File: config.mk
export PLATFORM = sky130hd
export DESIGN_NAME = stride_window_shift_register
export DESIGN_NICKNAME = d
export VERILOG_FILES = /design/src/rtl/stride_window_shift_register.sv
export SDC_FILE = /design/constraint.sdc
export NUM_CORES = 1
export LEC_CHECK = 0
export BUFFER_PORTS_ARGS = -buffer_cell sky130_fd_sc_hd__buf_4
export CORE_MARGIN = 10
export CORE_UTILIZATION = 40
export CTS_CLUSTER_DIAMETER = 30
export DETAILED_ROUTE_END_ITERATION = 8
export MAX_ROUTING_LAYER = met4
export PLACE_DENSITY = 0.7
export SETUP_SLACK_MARGIN = 0.15
export SLEW_MARGIN = 20
export SYNTH_ARGS = -nofsm -noshare
export SYNTH_HDL_FRONTEND = slang
export SYNTH_SLANG_ARGS = --single-unit
File: constraint.sdc
create_clock -name clock -period 4.45 [get_ports clock]
set_input_delay 0.89 -clock clock [delete_from_list [all_inputs] [get_ports clock]]
set_output_delay 0.89 -clock clock [all_outputs]
set_load 0.02 [all_outputs]
File: src/rtl/stride_window_shift_register.sv
// Sliding-window shift register: fills SIZE entries, presents the window, and on ack
// retires a programmable stride of the oldest entries, which stream out on shift_out.
module stride_window_shift_register #(
    parameter int SIZE       = 3,
    parameter int DATA_WIDTH = 32,
    parameter int MAX_STRIDE = 3
) (
    input  logic                               clock,
    input  logic                               reset,
    input  logic                               in_valid,
    output logic                               in_ready,
    input  logic [DATA_WIDTH-1:0]              in_data,
    input  logic                               flush,
    input  logic [$clog2(MAX_STRIDE+1)-1:0]    stride,
    input  logic                               window_ack,
    output logic                               window_valid,
    output logic [SIZE*DATA_WIDTH-1:0]         data_out,
    output logic [DATA_WIDTH-1:0]              shift_out,
    output logic                               shift_out_valid,
    output logic [$clog2(SIZE+1)-1:0]          fill_count
);

    localparam int SW = $clog2(MAX_STRIDE + 1);
    localparam int CW = $clog2(SIZE + 1);

    localparam logic [0:0] ST_FILL   = 1'b0;
    localparam logic [0:0] ST_WINDOW = 1'b1;

    logic [DATA_WIDTH-1:0] r_entry [SIZE];
    logic [DATA_WIDTH-1:0] r_shift_out;
    logic                  r_shift_out_valid;
    logic [CW-1:0]         r_fill_count;
    logic                  r_primed;

    logic [0:0]            w_state;
    logic                  w_accept;
    logic                  w_ack;
    logic [CW-1:0]         w_eff_stride;

    // Zero stride means 1; anything beyond the window depth retires the whole window.
    function automatic logic [CW-1:0] eff_stride(input logic [SW-1:0] s);
        if (s == '0)
            return CW'(1);
        else if (int'(s) > SIZE)
            return CW'(SIZE);
        else
            return CW'(s);
    endfunction

    assign w_state      = (r_fill_count == CW'(SIZE)) ? ST_WINDOW : ST_FILL;
    assign window_valid = (w_state == ST_WINDOW);
    assign in_ready     = (w_state == ST_FILL) && !flush;
    assign w_accept     = in_valid && in_ready;
    assign w_ack        = window_ack && (w_state == ST_WINDOW);
    assign w_eff_stride = eff_stride(stride);

    always_ff @(posedge clock) begin
        if (reset || flush) begin
            for (int i = 0; i < SIZE; i++)
                r_entry[i] <= '0;
            r_shift_out       <= '0;
            r_shift_out_valid <= 1'b0;
            r_fill_count      <= '0;
            r_primed          <= 1'b0;
        end else begin
            r_shift_out_valid <= w_accept && r_primed;
            if (w_ack) begin
                r_fill_count <= CW'(SIZE) - w_eff_stride;
                r_primed     <= 1'b1;
            end else if (w_accept) begin
                for (int i = SIZE - 1; i > 0; i--)
                    r_entry[i] <= r_entry[i-1];
                r_entry[0]   <= in_data;
                r_shift_out  <= r_entry[SIZE-1];
                r_fill_count <= r_fill_count + CW'(1);
            end
        end
    end

    always_comb begin
        data_out = '0;
        for (int i = 0; i < SIZE; i++)
            data_out[i*DATA_WIDTH +: DATA_WIDTH] = r_entry[i];
    end

    assign shift_out       = r_shift_out;
    assign shift_out_valid = r_shift_out_valid;
    assign fill_count      = r_fill_count;

endmodule

# Yosys cells after proc, flatten, opt, wreduce, memory -nomap -nowiden
# Memory sizes are Yosys's and may differ from the RTL's.
# Cells that the tools add are included.
# word_totals
n_memories	1
reg_bits	36
ram_bits	96
wordCells	35
# memory_table
name	words	width	rd	rd_ports_with_merged_regs	write_ports	line	source
r_entry	3	32	3	0	3	29	logic [DATA_WIDTH-1:0] r_entry [SIZE];
# op_classes
eq_ne	1
bitwise	5
addsub	2
mux	13
n_reduce_logical	9
# op_table
operator	n
$mux 32	3
$mux 1	7
$mux 2	3
$logic_and 1x1->1	4
$or 1x1->1	3
$add 2x1->2 const B	1
$eq 2x2->1 const B	1
$logic_not 2->1	1
$not 1->1	2
$reduce_and 2->1	1
$reduce_bool 2->1	1
$sub 2x2->2 const A	1
$logic_not 1->1	1
$logic_or 1x1->1	1

# Logic depth before layout (Yosys ltp)
# logic_depth
ltp_word	10
mapped_depth	6
ltp_nobuf	4

# Worst setup path before layout
# Ideal clock, no wire load.
# synth_timing
kind	input to register
from	input port in_valid
to	memory r_entry[0][0], enable pin
arrival_time_ns	3.127
setup_slack_ns	0.873
path_stages	4
n_path_buf	1
setup_time_ns	0.450
t_required_ns	4.000
path_cell_list	nand2b_1 -> nor3b_4 -> buf_6 -> inv_1
# synth_lines
item	line	source
start, declared	10	input logic in_valid,
end, declared	29	

==> results.tsv <==
stage	metric	value	unit
sta	Fin. Hold Viols	0	
floorplanning	die area	16600	um^2
cts	Worst-Skew Late Latency	0.41	ns
floorplanning	Initial Util	0.412	
worst_setup_path	critical path endpoint category	flop	
sta	count of final max-slew check failures	0	
pwr	Leakage	3.03	nW
cells_and_area	post-route cell area	6710	um^2
synth	Avg Inst Size Synth	16.0	um^2
route	number of routed nets with antenna violations	0	
synth	Post-Syn Area	4750	um^2
placed_design	PortBufs	171	
cells_and_area	share of cells above drive strength 1	0.424	
placed_design	GPL Wtd Cong	0.763	
cts	post-CTS setup buffers	0	
worst_setup_path	Critical Path AT	2.78	ns
cts	TritonCTS buffer count	17	
sta	RSZ-0062 raised after global routing	no	
synth	Seq/Total Area, Yosys	0.759	
synth	Yosys top cell by area	edfxtp_1	
placed_design	Post-DP Area	6130	um^2
route	DR DRC count	0	
cells_and_area	fill cell count	914	
pwr	peak supply drop	0.312	mV
synth	Syn Nets	336	
cells_and_area	area grow syn2layout	41.4	%
synth	Synth Flop Type	edfxtp_1	
floorplanning	core box area	11500	um^2
sta	final clock skew	0.00870	ns
sta	worst slew pin tran	1.01	ns
job	Max Cap Violations	0	
route	detailed-route via count	2913	
cells_and_area	ANT cells	0	
global_route	first-pass GRT wire length	17300	um
synth	Post-Syn Instances	296	
floorplanning	Die Y	129	um
cts	Clock Sinks	132	
cts	count of cells resized by post-cts repair	0	
synth	top post-synthesis cells by area	edfxtp_1 (61%), dfxtp_1 (15%), and2_1 (13%), a22o_1 (5.9%), clkbuf_2 (0.95%)	
global_route	largest net degree at the start of global routing	130	
route	wire per inst	18.7	um
synth	Post-synth EDFFs	96	
placed_design	Place WS	1.54	ns
pwr	Comb pwr share	0.076	
pwr	sw frac	0.211	
sta	minimum clock period	2.64	ns
cts	CTS tree	yes	
worst_setup_path	type of the worst setup path	flop to flop	
cts	clock-pin slew on the worst setup and hold paths	0.05	ns
sta	Tcrit/Tclk final	0.594	
worst_setup_path	critical path startpoint category	flop	
synth	Yosys Warn Count	0	
cts	Post-CTS Hold Buffers	0	
cells_and_area	final core utilization	0.583	
sta	Rel. slew slack	0.324	
sta	final setup violation count	0	
placed_design	DP HPWL	8490	um
pwr	Clock power frac	0.448	
synth	FFs w/ async S/R, synth	0	
pwr	Internal	2.32	mW
global_route	vias in the first global route	3020	
sta	FMAX	0.379	GHz
route	Initial DRT Pass Iterations	4	
sta	slack of the critical path	1.81	ns
synth	Synth cell types	23	
worst_setup_path	worst-path fanout max	49	
cts	Root Driver	clkbuf_16	
global_route	overflow left after global routing	0	
sta	Setup TNS	0	ns
pwr	PD cells	437	nW/um^2
floorplanning	DIE WIDTH	129	um
pwr	Sw Pwr	0.618	mW
floorplanning	I/O pin cnt	172	
pwr	Reg power frac	0.477	
route	total wire length	11700	um
status	outcome	completed	
synth	top post-synthesis cells by count	and2_1 (97), edfxtp_1 (96), dfxtp_1 (36), a22o_1 (32), clkbuf_2 (9)	
route	Via density	4.65	
worst_setup_path	Crit path required time	4.58	ns
cells_and_area	final net count	511	
synth	count leader, synth	and2_1	
floorplanning	# rows	39	
synth	#FFs+latches synth	132	
hold_path	worst min-delay path class	flop to flop	
global_route	GRT Overall Usage	0.143	
cts	H-tree depth	4	
synth	Synth top area share	0.607	
global_route	initial antenna violation count	0	
cts	CTS max path bufs	2	
route	Iter 0 DRT Violations	214	
==> sequential cells by signal, summed over array words and instances, names as in the netlist <==
name             cells
fill_count           2
r_entry             96
shift_out_valid      1
shift_out           32
r_primed             1
==> through the flow <==
step / instances / hold WS, ns / power, mW
6_report: 627 / 0.466 / 2.93
5_1_grt: 627 / 0.488 / 3.03
4_1_cts: 627 / 0.466 / 2.97
3_5_place_dp: 595 / 0.451 / 1.65
3_3_place_gp: 595 / 0.452 / 1.64
2_1_floorplan: 296 / 0.431 / 1.52
==> layer usage <==
layer | share of wire | track usage | vias to the layer above
met5 | 0 | - | -
met1 | 0.40 | 0.151 | 1377
li1 | - | - | 1411
met2 | 0.51 | 0.227 | 102
met4 | 0.036 | 0.0823 | 0
met3 | 0.062 | 0.0526 | 23
==> cell usage in the layout (no fill, tap or decap) <==
cell | netlist | layout
nor3_4 | 0 | 1
clkinv_2 | 0 | 3
a22o_1 | 32 | 32
nor3_1 | 1 | 1
edfxtp_1 | 96 | 96
and2_1 | 97 | 97
clkbuf_16 | 0 | 19
a311o_1 | 1 | 1
clkbuf_1 | 1 | 6
a21oi_1 | 3 | 3
dfxtp_1 | 36 | 36
a2111oi_2 | 1 | 1
buf_12 | 0 | 1
inv_1 | 2 | 1
nor3b_2 | 1 | 1
mux2i_1 | 1 | 1
clkbuf_8 | 0 | 5
ha_1 | 1 | 1
nand2_1 | 1 | 1
xnor2_1 | 1 | 1
nor2_1 | 1 | 1
buf_4 | 1 | 173
nor3b_4 | 1 | 1
nand2b_1 | 1 | 1
==> worst max-delay path, cell delays in order (launching register included) <==
cell and delay (ns):
dfxtp_1 0.37, ha_1 0.30, nand2b_1 0.24, nor3b_4 0.25, clkinv_2 0.68, buf_12 0.48
==> layout make-up <==
cell class / count / area (um^2) / share of cell area
Inverter: 2 / 8.76 / 0.00130
Clock buffer: 30 / 567 / 0.0845
Tap cell: 143 / 179 / 0.0267
Sequential cell: 132 / 3600 / 0.537
Multi-Input combinational cell: 144 / 1020 / 0.153
Timing Repair Buffer: 174 / 1320 / 0.196
Clock inverter: 2 / 10.0 / 0.00149
==> kinds of logic after synthesis <==
logic type | count (synthesis) | synth area share
fa+ha+maj | 1 | 0.00264
mux | 1 | 0.00211
flops | 132 | 0.759
simple gates | 104 | 0.141
compound gates | 37 | 0.0675
buf+inv | 20 | 0.0261
xor+xnor | 1 | 0.00185
==> path summary, 6_finish.rpt <==
check,startpoint,endpoint,slack [ns],depth (start not counted)
worst min-delay path,r_primed,shift_out_valid,0.47,1
worst min register to register,r_primed,shift_out_valid,0.47,1
worst max register to register,fill_count[0],r_entry[0][77],1.81,5
worst max-delay path,fill_count[0],r_entry[0][77],1.81,5
==> power groups by stage <==
stage,Clock (mW),Sequential (mW),Combinational (mW)
after floorplan,0,1.48,0.0440
final,1.31,1.40,0.222
after global routing,1.40,1.40,0.235
after detailed placement,0,1.42,0.225
after global placement,0,1.42,0.221
after CTS,1.34,1.40,0.226
(Power assumes the default switching activity.)
